==> config.mk <==
export PLATFORM = sky130hd
export DESIGN_NAME = mux_nto1_rr
export DESIGN_NICKNAME = d
export VERILOG_FILES = /design/src/rtl/mux_nto1_rr.sv
export SDC_FILE = /design/constraint.sdc
export NUM_CORES = 1
export LEC_CHECK = 0
export ABC_AREA = 1
export BUFFER_PORTS_ARGS = -buffer_cell sky130_fd_sc_hd__buf_4
export CAP_MARGIN = 15
export CORE_UTILIZATION = 35
export CTS_BUF_LIST = sky130_fd_sc_hd__clkbuf_8
export CTS_CLUSTER_DIAMETER = 50
export DETAILED_ROUTE_END_ITERATION = 16
export GPL_ROUTABILITY_DRIVEN = 0
export PLACE_DENSITY_LB_ADDON = 0.25
export RECOVER_POWER = 25
export SKIP_CTS_REPAIR_TIMING = 1
export SYNTH_ARGS = -nofsm -noshare
export SYNTH_HDL_FRONTEND = slang
export SYNTH_SLANG_ARGS = --single-unit
export TNS_END_PERCENT = 5
==> constraint.sdc <==
create_clock -name clk -period 1.65 [get_ports clk]
set_input_delay 0.2475 -clock clk [delete_from_list [all_inputs] [get_ports clk]]
set_output_delay 0.2475 -clock clk [all_outputs]
set_load 0.01 [all_outputs]
==> src/rtl/mux_nto1_rr.sv <==
// N-to-1 channel multiplexer with one-deep registered output.
// Selects a channel either by fixed index or by round-robin rotation.
module mux_nto1_rr #(
  parameter int NCH = 4,
  parameter int W   = 8,
  localparam int SW = $clog2(NCH)
) (
  input  logic             clk,
  input  logic             rst,
  input  logic [NCH*W-1:0] in_data,
  input  logic [NCH-1:0]   in_valid,
  output logic [NCH-1:0]   in_ready,
  input  logic             mode,
  input  logic [SW-1:0]    select,
  output logic [W-1:0]     out_data,
  output logic [SW-1:0]    out_sel,
  output logic             out_valid,
  input  logic             out_ready
);

  logic [SW-1:0] ptr;
  logic          load_en;
  logic          grant_vld;
  logic [SW-1:0] grant_idx;
  logic          rr_found;
  logic [SW-1:0] rr_idx;
  logic          fix_found;
  logic          xfer;

  assign load_en = !out_valid || out_ready;

  // First valid channel at or after ptr+1, wrapping modulo NCH.
  always_comb begin
    rr_found = 1'b0;
    rr_idx   = '0;
    for (int unsigned k = 1; k <= NCH; k++) begin
      int unsigned   cand;
      logic [SW-1:0] cand_idx;
      cand     = (int'(ptr) + k) % NCH;
      cand_idx = SW'(cand);
      if (!rr_found && in_valid[cand_idx]) begin
        rr_found = 1'b1;
        rr_idx   = cand_idx;
      end
    end
  end

  always_comb begin
    fix_found = 1'b0;
    if (int'(select) < NCH) begin
      fix_found = in_valid[select];
    end
  end

  always_comb begin
    grant_vld = 1'b0;
    grant_idx = '0;
    if (mode) begin
      grant_vld = rr_found;
      grant_idx = rr_idx;
    end else begin
      grant_vld = fix_found;
      grant_idx = select;
    end
  end

  // Reset suppresses the transfer so no in_ready strobe is reported that cycle.
  assign xfer = grant_vld && load_en && !rst;

  always_comb begin
    in_ready = '0;
    if (xfer) begin
      in_ready[grant_idx] = 1'b1;
    end
  end

  always_ff @(posedge clk) begin
    if (rst) begin
      out_valid <= 1'b0;
      out_data  <= '0;
      out_sel   <= '0;
      ptr       <= SW'(NCH - 1);
    end else if (xfer) begin
      out_valid <= 1'b1;
      out_data  <= in_data[int'(grant_idx)*W +: W];
      out_sel   <= grant_idx;
      ptr       <= grant_idx;
    end else if (out_ready) begin
      out_valid <= 1'b0;
    end
  end

endmodule

# Word-level counts from Yosys, hierarchy flattened
# Cells that the tools add are included.
# word_totals
register_bits,13
in_bits,42
out_inout_bits,15
elab_cells,54
# classes
addsub,4
order_cmp,7
shift,1
mux,25
reduce_logical,13
# ops
cell,count
$shiftx 32x6->8,1
$lt 2x3->1 const B,6
$mux 1,13
$bmux 1 s2,5
$mux 2,5
$logic_and 1x1->1,6
$logic_not 1->1,5
$add 2x1->2 const B,2
$add 2x2->2 const B,2
$mux 4,1
$demux 1 s2,1
$ge 2x1->1 const B,1
$reduce_bool 2->1,1
$logic_or 1x1->1,1

# Longest topological paths before layout
# Gate-level depths: netlist of run 1.
# logic_depth
ltp_word,19
ltp_mapped,17
ltp_nobuf,15

# Least setup slack after synthesis of run 1
# Ideal clock, no wire load.
# synth_path
kind,reg2out
startpoint,register ptr[0]
endpoint,output in_ready[0]
arrival_time_ns,1.598
required_ns,1.402
slack_ns,-0.195
stages_incl_launch_ff,15
cell_sequence,dfxtp_1 -> buf_6 -> inv_4 -> nand2_1 -> nand2_1 -> nand2_1 -> nand2_1 -> inv_1 -> nand3_2 -> nor2_1 -> o21bai_1 -> nand2_1 -> nor2_2 -> inv_1 -> nor2_1
# synth_via
elab_chain_cells,19
# synth_rtl
item,line_no,source
start: declaration,21,logic [SW-1:0] ptr;
start signal: assignment,82,ptr <= SW'(NCH - 1);
start signal: assignment,87,ptr <= grant_idx;
$add 2x1->2,39,cand = (int'(ptr) + k) % NCH;
$bmux 1 s2,41,if (!rr_found && in_valid[cand_idx]) begin
$mux 1 (implied by the code),41,
$mux 1,41,
$logic_not 1->1,41,
$logic_and 1x1->1,41,
$mux 1,41,
$logic_not 1->1,41,
[3 not listed],n/a,
$logic_and 1x1->1,41,
$mux 2,41,
$mux 2,58,if (mode) begin
$lt 2x3->1 (implied by the code) / $ge 2x1->1 (equally long branches),73,in_ready[grant_idx] = 1'b1;
$logic_and 1x1->1 (implied by the code),73,
$mux 1 (implied by the code),73,
$demux 1 s2,73,
$mux 4 (*),72,if (xfer) begin
end: declaration,12,"output logic [NCH-1:0] in_ready,"
# Every way passes the cells marked *; elsewhere a longest branch is shown, timed or not. The select of a mux whose other input is x is not followed.

# Final worst setup path of run 1
# layout_path
startpoint,register ptr[0]
endpoint,output in_ready[2]
# Same word-level chain as after synthesis.

==> results.py, run 1 <==
metrics = {
    "floorplan": {
        "chip_height_um": 60.71,
        "rows": 20,
        "io_pins": 57,
        "placeable_core_area_um2": 3153,
        "fp.dieW_um": 60.71,
        "floorplan.initialDensity_pct": 38.25,
        "dieArea_um2": 3685,
    },
    "synthesis": {
        "synth.yosys.warnings": 0,
        "synth_async_sr_flop_share_pct": 0,
        "synth_most_common_cell": "sky130_fd_sc_hd__nand2_1",
        "yosys-top-cells-count": "sky130_fd_sc_hd__nand2_1 (69), sky130_fd_sc_hd__nor2_1 (38), sky130_fd_sc_hd__inv_1 (30)",
        "synth_edf_count": 0,
        "synth_area_um2": 1206,
        "synth.net_count": 259,
        "synth_seq_cells": 13,
        "synth_largest_type_area_fraction_pct": 21.58,
        "postSynth.topFlopCell": "sky130_fd_sc_hd__dfxtp_1",
        "synth_sequential_area_ratio_pct": 21.58,
        "postSynthCellCount": 217,
        "synthDominantAreaCellType": "sky130_fd_sc_hd__dfxtp_1",
        "yosysUniqueCellTypes": 25,
        "synth.avg_cell_area_um2": 5.558,
        "yosys-top-cells-area": "sky130_fd_sc_hd__dfxtp_1 (22%), sky130_fd_sc_hd__nand2_1 (21%), sky130_fd_sc_hd__nor2_1 (12%)",
    },
    "grt": {
        "wire_length_of_the_first_global_routing_pass_um": 5630,
        "groute.usage.overall_pct": 20.55,
        "grt_pass1_vias": 1374,
        "grt_start_max_net_pins": 19,
        "global_route_overflow": 0,
        "antenna_found_initial": 0,
    },
    "timing": {
        "timing.final.crit_share_pct": 134.9,
        "slew_worst_pin_ps": 301.8,
        "setup_viol": 16,
        "clock-skew-final_ps": 1.027,
        "unrepaired_setup_endpoints_after_global_routing": "true",
        "achievable-frequency_mhz": 449.4,
        "slew_headroom_pct": 79.83,
        "maxSlewViolCount": 0,
        "timing.final.hold_violations": 0,
        "post-route-worst-setup-slack_ps": -575.3,
        "final.min_clock_period_ps": 2225,
        "tns_ps": -4597,
    },
    "run_status": {
        "run_status": "complete, but fails checks",
        "failing_checks": "setup timing",
    },
    "clocking": {
        "cts_clock_pin_slew_for_the_worst_setup_and_hold_paths_ps": 60,
        "ctsHtreeMaxLevel": 1,
        "tritoncts_buffer_count": 3,
        "cts_max_path_buffers": 2,
        "worstSkewPairLatency_ps": 250,
        "tritoncts": "done",
        "clkSinkCount": 13,
        "cts.root.buffer_cell": "sky130_fd_sc_hd__clkbuf_8",
    },
    "finish": {
        "final_nets": 345,
        "insertedDiodeCount": 0,
        "utilization_pct": 67.42,
        "drive_gt1_share_pct": 48.01,
        "area.growth.synth_to_final_pct": 76.24,
    },
    "routing": {
        "drtIter0Drc": 71,
        "detail_route.vias_per_cell": 4.621,
        "drc_errors": 0,
        "routed-via-count": 1599,
        "postRouteAntennaNets": 0,
        "totalWireLength_um": 3767,
        "post_drt_wl_per_cell_um": 10.89,
        "drt_first_pass_iters": 4,
    },
    "power_and_ir_drop": {
        "pwr_dens_nw_per_um2": 772.8,
        "leakage_nw": 1.158,
        "power.ir.vdd_worst_mv": 0.4501,
        "p_total_mw": 1.643,
    },
    "worst_setup_path": {
        "critical_path_cell_with_the_highest_stage_delay": "sky130_fd_sc_hd__dfxtp_4",
        "cp-start-kind": "register",
        "critical_path.max_stage_delay_ps": 370,
        "critPathArrivalTime_ps": 1980,
        "crit_path_frequent_cell": "sky130_fd_sc_hd__nand2_2",
        "critical_path_data_required_time_ps": 1400,
        "worstSetupPathType": "reg -> out",
        "critPathMaxFanout": 5,
        "crit_path_end_kind": "output port",
        "crit_chain": "buf_12, clkinv_8, nand2_2, nand2_2, nand2_4, nand2_4, nor3_4, nand3_2, nand3_2, nand2_2, nor2_4, inv_2, nor2_4, buf_6",
    },
    "placement": {
        "place.port_buffers": 56,
        "dp_hpwl_um": 2930,
    },
    "job": {
        "maxCapViolations": 0,
    },
    "hold_path": {
        "class_of_the_most_critical_hold_timing_path": "in -> reg",
    },
}
## state kept, by name, indices dropped and copies added, names as in the netlist
| signal | flops |
|---|---|
| out_data | 8 |
| out_sel | 2 |
| out_valid | 1 |
| ptr | 2 |
## path summary, 6_finish.rpt
path / startpoint / endpoint / slack [ps] / cells after the start
hold reg to reg: out_sel[0] / out_sel[0] / 480 / 2
hold / removal: rst / out_valid / 250 / 2
setup reg to reg: ptr[0] / out_data[7] / -270 / 16
setup / recovery: ptr[0] / in_ready[2] / -580 / 14
## layout by cell type (no fill, tap or decap), types with 2 or more instances in the layout
| cell | netlist | layout |
|---|---|---|
| sky130_fd_sc_hd__buf_4 | 0 | 79 |
| sky130_fd_sc_hd__dfxtp_1 | 13 | 11 |
| sky130_fd_sc_hd__a21oi_1 | 4 | 4 |
| sky130_fd_sc_hd__nor2_2 | 9 | 10 |
| sky130_fd_sc_hd__clkbuf_8 | 0 | 3 |
| sky130_fd_sc_hd__inv_1 | 30 | 27 |
| sky130_fd_sc_hd__inv_6 | 1 | 2 |
| sky130_fd_sc_hd__o211ai_1 | 3 | 3 |
| sky130_fd_sc_hd__nand3_1 | 23 | 20 |
| sky130_fd_sc_hd__nor2_1 | 38 | 32 |
| sky130_fd_sc_hd__nand2_4 | 2 | 10 |
| sky130_fd_sc_hd__buf_12 | 0 | 2 |
| sky130_fd_sc_hd__nand3_2 | 1 | 4 |
| sky130_fd_sc_hd__nor2_4 | 0 | 5 |
| sky130_fd_sc_hd__nand2_1 | 69 | 54 |
| sky130_fd_sc_hd__clkbuf_1 | 1 | 2 |
| sky130_fd_sc_hd__inv_2 | 2 | 5 |
| sky130_fd_sc_hd__nand2_2 | 9 | 15 |
## critical path, delay by kind of cell, from the launching register on
kind / cells / cell delay (ps)
DFF: 1 / 370
buffers and inverters: 4 / 360
and+or+nand+nor: 10 / 1000
## layer usage
| metal | global-route usage [%] | wire (um) |
|---|---|---|
| met1 | 24.94 | 1609 |
| met2 | 35.48 | 1885 |
| met3 | 3.412 | 168 |
| met4 | 9.416 | 102 |
| met5 | 0 | 0 |
## cell type report
| class | instances | area, um2 |
|---|---|---|
| Clock buffer | 3 | 41.29 |
| Sequential cell | 13 | 265.3 |
| Inverter | 34 | 145.1 |
| Multi-Input combinational cell | 165 | 928.4 |
| Fill cell | 292 | 1027 |
| Clock inverter | 1 | 5.005 |
| Timing Repair Buffer | 85 | 676.9 |
| Tap cell | 44 | 55.05 |
| Timing Repair inverter | 1 | 8.758 |
## kinds of logic (layout without fill, tap and decap cells)
logic type,count (synthesis),count (layout),share of synthesized area [%]
AO/OA/AOI/OAI,11,11,5.705
buffers and inverters,39,124,15.04
flip-flops,13,13,21.58
AND/OR/NAND/NOR,154,154,57.68
## power by group
part           leakage [nW]  switching [mW]  internal (mW)  total [mW]
clock network        0.0255           0.125          0.167       0.292
registers             0.107          0.0277          0.356       0.384
logic                  1.03           0.513          0.455       0.968
## through the flow
step / area (um2) / std cells / hold slack [ps] / setup WS (ps)
3_5_place_dp: 1913 / 338 / 468.1 / -292.8
2_1_floorplan: 1264 / 217 / 405.9 / -121.0
6_report: 2126 / 346 / 254.5 / -575.3
5_1_grt: 2126 / 346 / 265.2 / -677.0
3_3_place_gp: 1913 / 338 / 467.5 / -274.7
4_1_cts: 1959 / 342 / 256.4 / -569.1
Power figures use the tool's default switching activity.
==> run 2: changes to the inputs <==
Settings changed: CELL_PAD_IN_SITES_DETAIL_PLACEMENT set to 1, CELL_PAD_IN_SITES_GLOBAL_PLACEMENT set to 2, CORE_UTILIZATION 35 to 20.
==> results.py, run 2 (synthesized netlist as in run 1, its figures left out) <==
metrics = {
    "finish": {
        "area.growth.synth_to_final_pct": 73.24,
        "biggestRegsByFlops": "out_data (8), out_sel (2), ptr (2)",
        "drive_gt1_share_pct": 46.23,
        "final_cell_mix": "sky130_fd_sc_hd__buf_4 (83), sky130_fd_sc_hd__nand2_1 (56), sky130_fd_sc_hd__nor2_1 (33)",
        "flip_flop_count_of_the_largest_register_after_layout": 8,
        "final_nets": 348,
        "registers.top_by_ff_count": "out_data",
        "fillCellCount": 760,
        "most_frequent_standard_cell_in_the_layout_excluding_fill_and_tap_cells": "sky130_fd_sc_hd__buf_4",
        "insertedDiodeCount": 0,
    },
    "timing": {
        "slew_worst_pin_ps": 301.8,
        "slew_headroom_pct": 79.83,
        "clock-skew-final_ps": 1.045,
        "maxSlewViolCount": 0,
        "achievable-frequency_mhz": 460.6,
        "timing.final.crit_share_pct": 131.6,
        "unrepaired_setup_endpoints_after_global_routing": "true",
        "final.hold.worst_slack_ps": 270.8,
        "post-route-worst-setup-slack_ps": -521.0,
        "final.min_clock_period_ps": 2171,
        "timing.final.hold_violations": 0,
        "setup_viol": 16,
    },
    "placement": {
        "place.port_buffers": 56,
        "pre_cts_slack_ps": -376.8,
        "dp_hpwl_um": 3631,
    },
    "clocking": {
        "cts.root.buffer_cell": "sky130_fd_sc_hd__clkbuf_8",
        "cts_clock_pin_slew_for_the_worst_setup_and_hold_paths_ps": 60,
        "tritoncts": "done",
        "cts_max_path_buffers": 2,
        "worstSkewPairLatency_ps": 250,
        "clkSinkCount": 13,
        "tritoncts_buffer_count": 3,
        "ctsHtreeMaxLevel": 1,
    },
    "run_status": {
        "run_status": "complete, but fails checks",
        "failing_checks": "setup timing",
    },
    "grt": {
        "grt_start_max_net_pins": 14,
        "wire_length_of_the_first_global_routing_pass_um": 6789,
        "grt_pass1_vias": 1498,
        "antenna_found_initial": 0,
        "global_route_overflow": 0,
        "groute.usage.overall_pct": 13.65,
    },
    "power_and_ir_drop": {
        "p_seq_share_pct": 23.8,
        "switching_power_mw": 0.6409,
        "p_sw_share_pct": 40.08,
        "share_comb_of_total_power_pct": 57.7,
        "cell_internal_pwr_mw": 0.9581,
        "pwr_dens_nw_per_um2": 765.3,
        "leakage_nw": 1.125,
        "p_total_mw": 1.599,
        "power.ir.vdd_worst_mv": 0.2963,
        "p_clk_share_pct": 18.4,
    },
    "routing": {
        "drt_first_pass_iters": 4,
        "post_drt_wl_per_cell_um": 11.21,
        "drc_errors": 0,
        "drtIter0Drc": 31,
        "totalWireLength_um": 4225,
        "postRouteAntennaNets": 0,
        "routed-via-count": 1586,
        "detail_route.vias_per_cell": 4.207,
    },
    "hold_path": {
        "class_of_the_most_critical_hold_timing_path": "in -> reg",
    },
    "worst_setup_path": {
        "cp-start-kind": "register",
        "critPathMaxFanout": 9,
        "worstSetupPathType": "reg -> out",
        "timing.reg2reg.setup_slack_ps": -200,
        "critPathArrivalTime_ps": 1920,
        "critical_path_data_required_time_ps": 1400,
        "crit_path_end_kind": "output port",
    },
    "floorplan": {
        "chip_height_um": 79.66,
        "rows": 27,
        "floorplan.initialDensity_pct": 21.25,
        "dieArea_um2": 6346,
        "fp.dieW_um": 79.66,
        "placeable_core_area_um2": 5675,
        "io_pins": 57,
    },
    "job": {
        "maxCapViolations": 0,
    },
}
run 2: cell count changes in the layout (fill, tap and decap cells not counted), sizes merged:
cell / delta
clkinv: -2
buf: +4
inv: +1
run 2: metal layers:
metal	track usage [%]	wire length, um	share of wire (%)	vias up
li1	-	-	-	836
met2	22.48	1959	46	34
met3	2.629	208	4.9	4
met1	18.11	2025	48	712
met4	3.273	32	0.76	0
met5	0	0	0	-
run 2: worst paths after layout:
kind	startpoint	endpoint	depth (start not counted)
min reg2reg	out_sel[0]	out_sel[0]	2
max	ptr[0]	in_ready[2]	14
min	rst	ptr[1]	3
max reg2reg	ptr[0]	out_data[7]	17
run 2: final cells by class:
class,count,area [um2],area share (%)
flip-flops and latches,13,262.8,12.57
clock inverters,1,3.754,0.1796
inverters,34,142.6,6.826
well taps,72,90.09,4.311
multi-input cells,165,863.3,41.32
clock buffers,3,41.29,1.976
repair buffers,89,685.7,32.81
run 2: worst max-delay path: stages, from the launching register on:
cell and delay, ps:
sky130_fd_sc_hd__dfxtp_2 340, sky130_fd_sc_hd__buf_12 120, sky130_fd_sc_hd__inv_8 40, sky130_fd_sc_hd__nand2_1 60
sky130_fd_sc_hd__nand2_2 70, sky130_fd_sc_hd__nand2_2 100, sky130_fd_sc_hd__nand2_4 80, sky130_fd_sc_hd__nor3_4 190
sky130_fd_sc_hd__nand3_1 90, sky130_fd_sc_hd__nand3_1 90, sky130_fd_sc_hd__nand2_2 80, sky130_fd_sc_hd__nor2_4 90
sky130_fd_sc_hd__inv_2 70, sky130_fd_sc_hd__nor2_2 110, sky130_fd_sc_hd__buf_4 130
run 2: metrics by stage:
step / cell area (um2) / setup TNS, ps / utilization [%] / std cells
floorplan: 1264 / -590.2 / - / 217
global placement: 1993 / -3188 / 35.12 / 372
detailed placement: 1993 / -3594 / 35.12 / 372
CTS: 2038 / -4916 / 35.91 / 376
global route: 2090 / -5973 / 36.82 / 377
finish: 2090 / -3694 / 36.82 / 377
run 2: power by group through the flow:
| stage | Clock (mW) | Combinational [mW] | Sequential (mW) |
|---|---|---|---|
| floorplan | 0 | 0.489 | 0.399 |
| global placement | 0 | 0.887 | 0.387 |
| detailed placement | 0 | 0.892 | 0.388 |
| CTS | 0.308 | 0.896 | 0.382 |
| global route | 0.324 | 1.02 | 0.386 |
| finish | 0.295 | 0.923 | 0.381 |
==> run 3: changes to the inputs <==
Settings changed: CORE_UTILIZATION 20 to 19, CTS_BUF_LIST sky130_fd_sc_hd__clkbuf_8 to not set.
==> results.py, run 3 (synthesized netlist as in run 1, its figures left out) <==
metrics = {
    "power_and_ir_drop": {
        "pwr_dens_nw_per_um2": 748.8,
        "leakage_nw": 1.130,
        "power.ir.vdd_worst_mv": 0.3058,
    },
    "job": {
        "maxCapViolations": 0,
    },
    "worst_setup_path": {
        "critPathArrivalTime_ps": 1930,
        "critical_path.max_stage_delay_ps": 340,
        "critPathMaxFanout": 9,
        "crit_path_frequent_cell": "sky130_fd_sc_hd__nand2_4",
        "timing.reg2reg.setup_slack_ps": -210,
        "crit_path_end_kind": "output port",
        "cp-start-kind": "register",
        "worstSetupPathType": "reg -> out",
        "crit_chain": "buf_12, inv_8, nand2_2, nand2_4, nand2_4, nand2_4, nor3_4, nand3_2, nand3_2, nand2_2, nor2_4, inv_2, nor2_2, buf_4",
        "critical_path_cell_with_the_highest_stage_delay": "sky130_fd_sc_hd__dfxtp_2",
        "critical_path_data_required_time_ps": 1400,
    },
    "clocking": {
        "ctsHtreeMaxLevel": 1,
        "tritoncts": "done",
        "worstSkewPairLatency_ps": 240,
        "tritoncts_buffer_count": 3,
        "cts.root.buffer_cell": "sky130_fd_sc_hd__clkbuf_8",
        "cts_clock_pin_slew_for_the_worst_setup_and_hold_paths_ps": 50,
        "clkSinkCount": 13,
        "cts_max_path_buffers": 2,
    },
    "timing": {
        "achievable-frequency_mhz": 458.3,
        "tns_ps": -3716,
        "timing.final.crit_share_pct": 132.2,
        "setup_viol": 16,
        "slew_headroom_pct": 85.87,
        "unrepaired_setup_endpoints_after_global_routing": "true",
        "post-route-worst-setup-slack_ps": -532.0,
        "slew_worst_pin_ps": 211.5,
        "final.min_clock_period_ps": 2182,
        "maxSlewViolCount": 0,
        "timing.final.hold_violations": 0,
        "clock-skew-final_ps": 0.7085,
    },
    "grt": {
        "grt_pass1_vias": 1486,
        "global_route_overflow": 0,
        "antenna_found_initial": 0,
        "grt_start_max_net_pins": 19,
        "groute.usage.overall_pct": 13.35,
        "wire_length_of_the_first_global_routing_pass_um": 6817,
    },
    "finish": {
        "flip_flop_count_of_the_largest_register_after_layout": 8,
        "registers.top_by_ff_count": "out_data",
        "area_of_combinational_cells_with_multiple_inputs_um2": 915.9,
        "final_nets": 345,
        "area.growth.synth_to_final_pct": 75.93,
        "postLayoutCellArea_um2": 2122,
        "insertedDiodeCount": 0,
        "fillCellCount": 805,
        "layoutNonFillerInstCount": 377,
        "seq_area_um2": 265.3,
        "most_frequent_standard_cell_in_the_layout_excluding_fill_and_tap_cells": "sky130_fd_sc_hd__buf_4",
        "biggestRegsByFlops": "out_data (8), out_sel (2), ptr (2)",
        "final_cell_mix": "sky130_fd_sc_hd__buf_4 (81), sky130_fd_sc_hd__nand2_1 (51), sky130_fd_sc_hd__nor2_1 (33)",
        "drive_gt1_share_pct": 48.01,
    },
    "routing": {
        "detail_route.vias_per_cell": 4.141,
        "postRouteAntennaNets": 0,
        "drc_errors": 0,
        "routed-via-count": 1561,
        "post_drt_wl_per_cell_um": 11.00,
        "totalWireLength_um": 4148,
        "drtIter0Drc": 33,
        "drt_first_pass_iters": 4,
    },
    "floorplan": {
        "rows": 28,
        "io_pins": 57,
        "floorplan.initialDensity_pct": 20.02,
        "placeable_core_area_um2": 6026,
        "fp.dieW_um": 81.68,
        "dieArea_um2": 6671,
        "chip_height_um": 81.68,
    },
    "placement": {
        "place.port_buffers": 56,
        "placed_cells_incl_taps": 371,
        "postPlaceCellArea_um2": 1967,
        "dp_hpwl_um": 3525,
    },
    "run_status": {
        "run_status": "complete, but fails checks",
        "failing_checks": "setup timing",
    },
    "hold_path": {
        "class_of_the_most_critical_hold_timing_path": "in -> reg",
    },
}
==> run 3: cell count changes in the layout (fill, tap and decap cells not counted), moves of 2 or more <==
cell,change
sky130_fd_sc_hd__nand2_4,+7
sky130_fd_sc_hd__nand2_1,-5
sky130_fd_sc_hd__buf_4,-2
sky130_fd_sc_hd__nand2_2,-2
sky130_fd_sc_hd__nand3_1,-2
sky130_fd_sc_hd__nand3_2,+2
==> run 3: per-stage QoR <==
step           hold slack (ps)  setup slack, ps  total power [mW]  utilization [%]
3_5_place_dp             478.8           -351.7             1.253            32.64
4_1_cts                  289.6           -625.6             1.553            33.39
2_1_floorplan            405.9           -121.0            0.8871                -
3_3_place_gp             466.7           -328.0             1.247            32.64
6_report                 293.5           -532.0             1.589            35.22
5_1_grt                  299.6           -653.6             1.734            35.22
==> run 3: area by class of cell <==
cell class,instances,share of cell area (%)
Clock buffer,4,2.123
Inverter,34,6.722
Timing Repair Buffer,86,31.07
Multi-Input combinational cell,165,43.16
Tap cell,75,4.422
Sequential cell,13,12.50
==> run 3: worst paths after layout <==
path,from,depth (start not counted),end
hold reg to reg,out_sel[0],2,out_sel[0]
setup reg to reg,ptr[0],16,out_data[5]
setup / recovery,ptr[0],14,in_ready[2]
hold / removal,rst,3,ptr[1]
==> run 3: worst max-delay path, delay by kind of cell, from the launching register on <==
family	cells	cell delay [ps]
and+or+nand+nor	10	970
buffers and inverters	4	360
DFF	1	340
==> run 3: report_power, final <==
group	internal, mW	switching, mW	leakage [nW]
combinational	0.424	0.498	1.00
sequential	0.356	0.0268	0.107
clock	0.171	0.114	0.0228
total	0.950	0.638	1.13
==> run 3: per-layer routing <==
layer | up-vias | track usage, % | routed length [um]
met2 | 35 | 22.33 | 1995
met4 | 0 | 3.158 | 31
met5 | - | 0 | 0
li1 | 836 | - | -
met3 | 4 | 2.556 | 217
met1 | 686 | 17.54 | 1903
